`src/rtl/ps2_hex_entry.sv`:
```
// PS/2 set-2 scan-code to hex-digit entry register with break/extended prefix
// handling, backspace, escape and enter (commit).
module ps2_hex_entry #(
  parameter int NUM_DIGITS = 4
) (
  input  logic                    clock,
  input  logic                    reset,
  input  logic [7:0]              scan_code,
  input  logic                    scan_valid,
  output logic [4*NUM_DIGITS-1:0] entry,
  output logic [3:0]              digit_count,
  output logic [4*NUM_DIGITS-1:0] value,
  output logic                    value_valid,
  output logic                    reject
);

  localparam int         W     = 4 * NUM_DIGITS;
  localparam logic [3:0] MAX_D = 4'(NUM_DIGITS);

  typedef enum logic [1:0] {IDLE, BREAK, EXT, EXT_BREAK} state_t;

  state_t         r_state, w_state_next;
  logic [W-1:0]   r_entry, w_entry_next;
  logic [3:0]     r_count, w_count_next;
  logic [W-1:0]   r_value, w_value_next;
  logic           r_value_valid, w_value_valid_next;
  logic           r_reject, w_reject_next;
  logic           w_is_hex;
  logic [3:0]     w_nibble;

  always_comb begin
    w_is_hex = 1'b1;
    w_nibble = 4'h0;
    case (scan_code)
      8'h45: w_nibble = 4'h0;
      8'h16: w_nibble = 4'h1;
      8'h1E: w_nibble = 4'h2;
      8'h26: w_nibble = 4'h3;
      8'h25: w_nibble = 4'h4;
      8'h2E: w_nibble = 4'h5;
      8'h36: w_nibble = 4'h6;
      8'h3D: w_nibble = 4'h7;
      8'h3E: w_nibble = 4'h8;
      8'h46: w_nibble = 4'h9;
      8'h1C: w_nibble = 4'hA;
      8'h32: w_nibble = 4'hB;
      8'h21: w_nibble = 4'hC;
      8'h23: w_nibble = 4'hD;
      8'h24: w_nibble = 4'hE;
      8'h2B: w_nibble = 4'hF;
      default: w_is_hex = 1'b0;
    endcase
  end

  always_comb begin
    w_state_next       = r_state;
    w_entry_next       = r_entry;
    w_count_next       = r_count;
    w_value_next       = r_value;
    w_value_valid_next = 1'b0;
    w_reject_next      = 1'b0;
    if (scan_valid) begin
      case (r_state)
        IDLE: begin
          if (scan_code == 8'hF0) begin
            w_state_next = BREAK;
          end else if (scan_code == 8'hE0) begin
            w_state_next = EXT;
          end else if (w_is_hex) begin
            if (r_count < MAX_D) begin
              w_entry_next = (r_entry << 4) | W'(w_nibble);
              w_count_next = r_count + 4'd1;
            end else begin
              w_reject_next = 1'b1;
            end
          end else if (scan_code == 8'h66) begin
            if (r_count != 4'd0) begin
              w_entry_next = r_entry >> 4;
              w_count_next = r_count - 4'd1;
            end else begin
              w_reject_next = 1'b1;
            end
          end else if (scan_code == 8'h5A) begin
            w_value_next       = r_entry;
            w_value_valid_next = 1'b1;
            w_entry_next       = '0;
            w_count_next       = 4'd0;
          end else if (scan_code == 8'h76) begin
            w_entry_next = '0;
            w_count_next = 4'd0;
          end
        end
        EXT: begin
          w_state_next = IDLE;
          if (scan_code == 8'hF0) begin
            w_state_next = EXT_BREAK;
          end else if (scan_code == 8'h5A) begin
            // Keypad enter commits exactly like the main enter key
            w_value_next       = r_entry;
            w_value_valid_next = 1'b1;
            w_entry_next       = '0;
            w_count_next       = 4'd0;
          end
        end
        default: w_state_next = IDLE;
      endcase
    end
  end

  always_ff @(posedge clock) begin
    if (reset) begin
      r_state       <= IDLE;
      r_entry       <= '0;
      r_count       <= 4'd0;
      r_value       <= '0;
      r_value_valid <= 1'b0;
      r_reject      <= 1'b0;
    end else begin
      r_state       <= w_state_next;
      r_entry       <= w_entry_next;
      r_count       <= w_count_next;
      r_value       <= w_value_next;
      r_value_valid <= w_value_valid_next;
      r_reject      <= w_reject_next;
    end
  end

  assign entry       = r_entry;
  assign digit_count = r_count;
  assign value       = r_value;
  assign value_valid = r_value_valid;
  assign reject      = r_reject;

endmodule

```
`config.mk`:
```
export PLATFORM = sky130hd
export DESIGN_NAME = ps2_hex_entry
export DESIGN_NICKNAME = d
export VERILOG_FILES = /design/src/rtl/ps2_hex_entry.sv
export SDC_FILE = /design/constraint.sdc
export NUM_CORES = 1
export LEC_CHECK = 0
export ABC_AREA = 1
export CORE_UTILIZATION = 40
export DETAILED_ROUTE_END_ITERATION = 8
export GPL_TIMING_DRIVEN = 0
export PLACE_DENSITY = 0.74
export SLEW_MARGIN = 25
export SYNTH_ARGS = -nofsm -noshare
export SYNTH_HDL_FRONTEND = slang
export SYNTH_SLANG_ARGS = --single-unit
export TNS_END_PERCENT = 50
```
`constraint.sdc`:
```
create_clock -name clock -period 2.7 [get_ports clock]
set_input_delay 0.675 -clock clock [delete_from_list [all_inputs] [get_ports clock]]
set_output_delay 0.675 -clock clock [all_outputs]
set_load 0.005 [all_outputs]
```
== After elaboration in Yosys (flattened, before gate mapping) ==
Index checks and enable logic that the tools add are counted.
Storage, ports and cells
  register bits: 40
  word-level logic and storage cells: 99
  output and inout port bits: 38
Operators by class
  muxes and demuxes: 46
  eq/ne operators: 32
  reduce and logical (&&, ||, !) cells: 9
  bitwise logic cells: 3
  $lt $le $gt $ge: 1
  add/subtract/negate cells: 2
Operators with widths (count)
  $mux W16: 16
  $eq A8 B6 Y1 const B: 11
  $pmux W16 S2: 2
  $pmux W4 S15: 1
  $eq A8 B7 Y1 const B: 5
  $mux W4: 10
  $eq A8 B5 Y1 const B: 3
  $eq A8 B8 Y1 const B: 2
  $or A16 B4 Y16: 1
  $reduce_or A16 Y1: 1
  $ne A2 B2 Y1 const B: 6
  $mux W1: 11
  $reduce_and A9 Y1: 1
  $pmux W4 S2: 1
  $reduce_and A7 Y1: 1
  $mux W2: 3
  $ne A3 B3 Y1 const B: 2
  $ne A5 B5 Y1 const B: 1
  $reduce_or A5 Y1: 1
  $add A4 B1 Y4 const B: 1
  $lt A4 B3 Y1 const B: 1
  $ne A4 B4 Y1 const B: 1
  $pmux W2 S2: 1
  $reduce_bool A4 Y1: 1
  8 further kinds: 9

== Longest topological paths before layout ==
Gate-level depths: netlist of run 1.
  depth after elaboration: 8
  depth in mapped cells: 16

== Worst setup path before layout of run 1 ==
OpenSTA, ideal clock, no wires.
  kind: input-to-reg
  start point: input scan_code[0]
  end point: register r_count[1] (netlist: digit_count[1])
  setup time: 0.113 ns
  arrival: 2.090 ns
  data required time: 2.587 ns
  stages: 16
  path slack: 0.497 ns
  cell sequence: buf_4 > inv_2 > nand2_1 > nor2_1 > o21ai_1 > nand2_1 > nor2_1 > nand3_2 > nand2_2 > nand2_2 > nand3_2 > buf_6 > buf_6 > nand2_1 > nand2_1 > nor2_1
On the way
  longest elaborated chain between the ends: 7
  elaborated cells on any way between the ends: 37
  those cells by class: eq/ne: 28; mux: 7; reduce/logical: 2
RTL lines
  start: declaration: line 8  | input logic [7:0] scan_code,
  $eq A8 B6 Y1 (tied with other cells): line 34  | case (scan_code)
  $reduce_or A16 Y1 (no line) or $mux W4 (tied branches)
  $mux W1 or $mux W4 (tied branches): line 34, 76
  $mux W4: line 69  | end else if (w_is_hex) begin
  $mux W4: line 67  | end else if (scan_code == 8'hE0) begin
  $mux W4: line 65  | if (scan_code == 8'hF0) begin
  $pmux W4 S2: line 63  | case (r_state)
  end signal: assignment: line 121  | r_count <= w_count_next;
  end: declaration: line 24  | logic [3:0] r_count, w_count_next;
Several ways; a longest one is shown, not always the timed one. The select of a mux whose other input is x is not followed.
A chain may end at the register's enable or synchronous reset.

== Final worst setup path of run 1 ==
  start point: input scan_valid
  end point: register r_entry[1] (netlist: entry[1])
On the way
  longest elaborated chain between the ends: 1
RTL lines
  start: declaration: line 9  | input logic scan_valid,
  $reduce_and A9 Y1 (no line)
  end signal: assignment: line 120  | r_entry <= w_entry_next;
  end: declaration: line 23  | logic [W-1:0] r_entry, w_entry_next;
Every way passes these cells.

==> reports/qor.csv, run 1 <==
stage;metric;value;unit
status;outcome;complete, no violations;
clock_tree;cts_hold_buf;0;
sta;rsz0062_at_grt;no;
power;finalPower;1370;uW
sta;slew_viol_final;0;
setup_path;critPathRequiredTime;2.94;ns
routing;drcViolationCount;0;
yosys;ys_seq_area_frac;0.349;
floorplanning;ios;49;
cells_and_area;final_util;0.565;
yosys;ys_ff_latch;40;
clock_tree;clk_latency;0.30;ns
clock_tree;clkTransAtPathRegs;0.09;ns
clock_tree;htree_levels;2;
grt;grt_pass1_wl;10.2;mm
place;io_buffers;47;
grt;grt_pass1_vias;2226;
yosys;synthesis.area;2300;um2
floorplanning;rows;27;
sta;setup_viol;0;
routing;postRouteAntennaNets;0;
min_path;min_path_type;flop to flop;
clock_tree;cts_buffer_depth;2;
cells_and_area;area.growth.synth_to_final;35.4;%
yosys;synthTopCellsByArea;dfxtp_1 35%, nand2_1 15%, nor2_1 12%, inv_1 6.4%, o21ai_0 5.2%;
sta;hold_viol_final;0;
cells_and_area;final_nets;441;
yosys;syn-num-nets;383;
setup_path;crit_type;primary input to flop;
place;dp_hpwl;4.47;mm
routing;wire_per_inst;12.7;um
routing;viasPerCell;5.11;
yosys;synth_top_area_share;0.349;
clock_tree;tritoncts;built;
floorplanning;start_util;0.417;
yosys;yosysTopAreaCell;dfxtp_1;
setup_path;cp.arrival;2.56;ns
power;p_per_area;440;nW/um2
sta;finalCritPeriodShare;0.860;
yosys;syn_avg_cell_area;6.23;um2
cells_and_area;layout-drive-gt1-share;0.117;
place;gp_congestion;0.844;
sta;finalSetupTns;0;ns
setup_path;crit_fanout;10;
routing;wirelength;6.33;mm
clock_tree;cts.sinks;40;
floorplanning;dieWidth;77.8;um
grt;grt_antenna_before_repair;0;
grt;grt_usage;0.211;
sta;finClkSkew;0.0137;ns
power;p_leak;0.00148;uW
flow_run;cap_violations;0;
setup_path;worstSetupEndpointType;flop;
sta;period_needed;2.32;ns
grt;grt_max_degree;13;
routing;drt_iter0_markers;172;
sta;fmax;0.431;GHz
cells_and_area;layout_commonest_cell;nand2_1;
yosys;synth-warning-count;0;
floorplanning;die_h;77.8;um
cells_and_area;nFillCells;541;
routing;drtPass1Iterations;4;
cells_and_area;antennaDiodeCount;0;
setup_path;cp-start-kind;primary input;
grt;grt_overflow_total;0;
cells_and_area;instances_no_fill;499;
place;numPlacedInstances;488;
power;irDropWorstVdd;0.355;mV
cells_and_area;final_cell_mix;90 x nand2_1, 67 x nor2_1, 40 x dfxtp_1, 40 x clkdlybuf4s50_1, 38 x inv_1;
yosys;postSynthCellCount;369;
yosys;synth.distinct_cells;27;
floorplanning;die_area;6050;um2
floorplanning;core_region_area;5510;um2
sta;slew_headroom;0.512;
sta;worstMarginPinSlew;0.730;ns
routing;vias;2549;
clock_tree;ctsRootBufferMaster;clkbuf_8;
clock_tree;cts_buffers;5;
[through the flow]
| stage | setup slack, ns | hold slack (ns) | area [um2] |
|---|---|---|---|
| CTS | 0.0272 | 0.521 | 2990 |
| detailed placement | -0.308 | 0.513 | 2860 |
| global route | 0.245 | 0.544 | 3110 |
| floorplan | 0.497 | 0.491 | 2300 |
| finish | 0.378 | 0.523 | 3110 |
| global placement | -0.259 | 0.510 | 2860 |
[power by group]
part | switching, uW | leakage, uW | internal (uW)
logic | 106 | 0.00109 | 71.0
clock network | 214 | 0.0000642 | 364
registers | 11.7 | 0.000323 | 602
total | 331 | 0.00148 | 1040
[Yosys cell counts]
cell,number
nand2_2,5
ha_1,3
clkinv_1,2
and2_1,1
nand4_1,5
o21ai_1,1
xor2_1,2
inv_2,4
buf_6,3
a211oi_2,1
clkbuf_1,8
a31oi_1,17
a211oi_1,2
a311oi_1,1
o21ai_0,24
nor2_1,73
nand3_1,10
buf_2,4
nand3_2,3
buf_4,1
nor4_1,1
nand2_1,93
a21oi_1,15
dfxtp_1,40
inv_1,39
nor3_1,7
nor2_2,4
[cell families after synthesis]
kind of cell,Yosys count,share of synthesized area
adder cells (fa/ha/maj),3,0.0163
buffers and inverters,61,0.113
AO/OA/AOI/OAI,61,0.149
XOR/XNOR,2,0.00763
flip-flops,40,0.349
AND/OR/NAND/NOR,202,0.365
[worst max-delay path, stage by stage]
cell             delay [ns]
clkdlybuf4s50_1        0.50
inv_1                  0.07
nor2_1                 0.12
inv_1                  0.11
a211oi_4               0.40
nand3_2                0.15
buf_6                  0.17
buf_6                  0.15
nand2_1                0.06
nand2_1                0.05
nor2_1                 0.12
[layout make-up]
type,count,area (um2),share of cell area
plain buffers,16,92.6,0.0298
flip-flops and latches,40,801,0.257
inverters,45,173,0.0555
clock buffers,5,68.8,0.0221
repair buffers,51,518,0.167
well taps,72,90.1,0.0290
multi-input cells,268,1310,0.420
clock inverters,2,60.1,0.0193
[registers in the layout (all words and copies together) (netlist names)]
name	count
r_state	2
reject	1
value_valid	1
entry	16
value	16
digit_count	4
[worst paths after layout]
check / start / to / slack, ns / cells after the start
worst max register to register: r_state[0] / entry[4] / 0.50 / 11
worst min register to register: entry[14] / value[14] / 0.52 / 2
worst max-delay path: scan_valid / entry[1] / 0.38 / 11
worst min-delay path: entry[14] / value[14] / 0.52 / 2
[timing repair]
action / in CTS / in global routing
buffers inserted: 0 / 4
gates resized for setup: 1 / 29
endpoints found under the setup margin: 1 / 28
pin swaps: 0 / 3
endpoints found under the hold margin: 0 / 0
[layer usage]
| metal | vias up | GRT usage | part of all wire |
|---|---|---|---|
| li1 | 1287 | - | - |
| met1 | 1164 | 0.284 | 0.46 |
| met2 | 86 | 0.333 | 0.45 |
| met3 | 12 | 0.0541 | 0.073 |
| met4 | 0 | 0.0585 | 0.013 |
| met5 | - | 0 | 0 |
(Power assumes the default switching activity.)
==> run 2, diff against run 1 <==
==> constraint.sdc (replaced) <==
create_clock -name clock -period 2.9 [get_ports clock]
set_input_delay 0.725 -clock clock [delete_from_list [all_inputs] [get_ports clock]]
set_output_delay 0.725 -clock clock [all_outputs]
set_load 0.005 [all_outputs]
==> run 2 against run 1 <==
Effect of this change:
- wire length is 3.2% lower
- power is 7.6% lower
- critical path depth stayed put
- clock power is 6.9% lower
- register-to-register slack better by 0.12 ns
==> reports/qor.csv, run 2 (synthesis results as in run 1) <==
stage;metric;value;unit;change
power;p_comb_frac;0.123;;was 0.129
sta;layout_setup_ws;0.187;ns;was 0.378 ns
floorplanning;die_area;6050;um2;unchanged
setup_path;cp_common_cell;nand2_1;;
floorplanning;dieWidth;77.8;um;unchanged
min_path;min_path_type;flop to flop;;unchanged
setup_path;crit_slowest_cell;clkdlybuf4s50_1;;unchanged
clock_tree;cts_buffers;5;;unchanged
grt;grt_pass1_wl;10.2;mm;unchanged
routing;viasPerCell;5.10;;was 5.11
clock_tree;cts_hold_buf;0;;unchanged
grt;grt_overflow_total;0;;unchanged
sta;hold_viol_final;0;;unchanged
clock_tree;cts.sinks;40;;unchanged
setup_path;path_cells;clkdlybuf4s50_1 -> nor2_1 -> nand2_1 -> nor3_1 -> a211oi_2 -> nand3_2 -> buf_6 -> buf_6 -> nand2_1 -> nand2_1 -> nor2_1;;was clkdlybuf4s50_1 -> inv_1 -> nor2_1 -> inv_1 -> a211oi_4 -> nand3_2 -> buf_6 -> buf_6 -> nand2_1 -> nand2_1 -> nor2_1
clock_tree;clkTransAtPathRegs;0.08;ns;was 0.09 ns
setup_path;cp.arrival;2.96;ns;was 2.56 ns
cells_and_area;antennaDiodeCount;0;;unchanged
routing;drtPass1Iterations;5;;was 4
floorplanning;rows;27;;unchanged
sta;worstMarginPinSlew;0.746;ns;was 0.730 ns
cells_and_area;final_nets;437;;was 441
floorplanning;core_region_area;5510;um2;unchanged
routing;wire_per_inst;12.4;um;was 12.7 um
setup_path;crit_fanout;10;;unchanged
power;p_per_area;421;nW/um2;was 440 nW/um2
cells_and_area;nFillCells;557;;was 541
grt;grt_usage;0.211;;unchanged
power;p_seq_frac;0.452;;was 0.448
setup_path;crit_type;primary input to flop;;unchanged
min_path;worstHoldEndpoint;value[15];;was value[14]
power;irDropWorstVdd;0.331;mV;was 0.355 mV
setup_path;reg2reg_from;r_state[0];;unchanged
place;gp_congestion;0.844;;unchanged
setup_path;timing.reg2reg.setup_slack;0.62;ns;was 0.50 ns
sta;fmax;0.369;GHz;
power;clkPwrFrac;0.425;;was 0.422
routing;wirelength;6.13;mm;was 6.33 mm
status;outcome;complete, no violations;;unchanged
setup_path;cp-start-kind;primary input;;unchanged
grt;grt_antenna_before_repair;0;;unchanged
min_path;hold_path_depth;2;;unchanged
setup_path;r2r-end;entry[1];;was entry[4]
power;p_int;962;uW;was 1040 uW
routing;postRouteAntennaNets;0;;unchanged
power;finalPower;1260;uW;was 1370 uW
clock_tree;clk_latency;0.31;ns;was 0.30 ns
place;dp_hpwl;4.47;mm;unchanged
floorplanning;ios;49;;unchanged
power;p_leak;0.00137;uW;was 0.00148 uW
cells_and_area;layout_commonest_cell;nand2_1;;unchanged
clock_tree;htree_levels;2;;unchanged
power;switching_share;0.239;;was 0.242
setup_path;path_delay_family;buffers and inverters;;unchanged
clock_tree;tritoncts;built;;unchanged
clock_tree;post_cts_resized;0;;was 1
routing;vias;2526;;was 2549
floorplanning;start_util;0.417;;unchanged
cells_and_area;area.growth.synth_to_final;30.8;%;was 35.4%
clock_tree;ctsRootBufferMaster;clkbuf_8;;unchanged
sta;period_needed;2.71;ns;
sta;slew_viol_final;0;;unchanged
sta;finalCritPeriodShare;0.935;;
cells_and_area;final_util;0.546;;was 0.565
clock_tree;cts_buffer_depth;2;;unchanged
place;io_buffers;47;;unchanged
cells_and_area;layout-drive-gt1-share;0.0851;;was 0.117
setup_path;cp_num_buf_inv;3;;was 5
setup_path;r2r.worst_path.cells;11;;unchanged
setup_path;critPathRequiredTime;3.14;ns;was 2.94 ns
setup_path;worstSetupEndpointType;flop;;unchanged
floorplanning;die_h;77.8;um;unchanged
place;place_area;2860;um2;unchanged
cells_and_area;final_cell_mix;93 x nand2_1, 70 x nor2_1, 47 x clkdlybuf4s50_1;;was 90 x nand2_1, 67 x nor2_1, 40 x dfxtp_1, 40 x clkdlybuf4s50_1, 38 x inv_1
routing;drt_iter0_markers;189;;was 172
flow_run;cap_violations;0;;unchanged
sta;finClkSkew;0.0129;ns;was 0.0137 ns
clock_tree;cts_setup_buffers;0;;unchanged
sta;slew_headroom;0.501;;was 0.512
power;p_sw;303;uW;was 331 uW
setup_path;cp_slowest_stage_delay;0.59;ns;was 0.50 ns
grt;grt_pass1_vias;2226;;unchanged
grt;grt_max_degree;13;;unchanged
min_path;hp-start;entry[15];;was entry[14]
place;post-place-ws;-0.158;ns;was -0.308 ns
cells_and_area;design_area;3010;um2;was 3110 um2
routing;drcViolationCount;0;;unchanged
sta;setup_viol;0;;unchanged
sta;rsz0062_at_grt;no;;unchanged
## run 2: power by group through the flow
stage                     Clock (uW)  Sequential (uW)  Combinational [uW]
after floorplan                    0              582                89.8
after detailed placement           0              584                 152
after CTS                        544              571                 153
after global placement             0              584                 149
after global routing             569              572                 175
final                            538              571                 155
## run 2: area by class of cell
type / instances / area [um2] / share of cell area
plain buffers: 16 / 92.6 / 0.0308
clock buffers: 5 / 68.8 / 0.0229
clock inverters: 2 / 60.1 / 0.0200
inverters: 45 / 169 / 0.0562
multi-input cells: 268 / 1250 / 0.417
flip-flops and latches: 40 / 801 / 0.266
well taps: 72 / 90.1 / 0.0300
repair buffers: 47 / 470 / 0.157
## run 2: worst max path at each step
stage,slack (ns),to,cells past startpoint,startpoint
6_report,0.19,entry[1],11,scan_code[3]
5_1_grt,0.0008,entry[2],11,scan_code[3]
4_1_cts,0.15,entry[1],17,scan_code[4]
3_5_place_dp,-0.16,entry[7],17,scan_code[4]
3_3_place_gp,-0.11,digit_count[2],17,scan_code[4]
2_1_floorplan,0.65,digit_count[1],16,scan_code[0]
## run 2: layer usage
metal,part of all wire,global-route usage,wire [um]
met5,0,0,0
met1,0.48,0.284,2910
met2,0.45,0.333,2760
met3,0.064,0.0541,390
met4,0.011,0.0585,69
## run 2: stage by stage
| stage | instances | hold slack [ns] | setup TNS, ns |
|---|---|---|---|
| after global placement | 488 | 0.510 | -1.95 |
| after floorplan | 369 | 0.491 | 0 |
| after global routing | 495 | 0.544 | 0 |
| after CTS | 495 | 0.521 | 0 |
| after detailed placement | 488 | 0.513 | -2.84 |
| final | 495 | 0.526 | 0 |
## run 2: tightest hold or removal path, cell delays in order (launching register included)
cell and delay, ns:
dfxtp_1 0.34, inv_1 0.07, a31oi_1 0.07
==> run 3, diff against run 2 <==
--- a/config.mk
+++ b/config.mk
@@ -9,6 +9,7 @@
 export CORE_UTILIZATION = 40
 export DETAILED_ROUTE_END_ITERATION = 8
 export GPL_TIMING_DRIVEN = 0
+export HOLD_SLACK_MARGIN = 0.12
 export PLACE_DENSITY = 0.74
 export SLEW_MARGIN = 25
 export SYNTH_ARGS = -nofsm -noshare
==> results of run 3 <==
The final DEF is identical to that of run 2; final timing and power are the same.
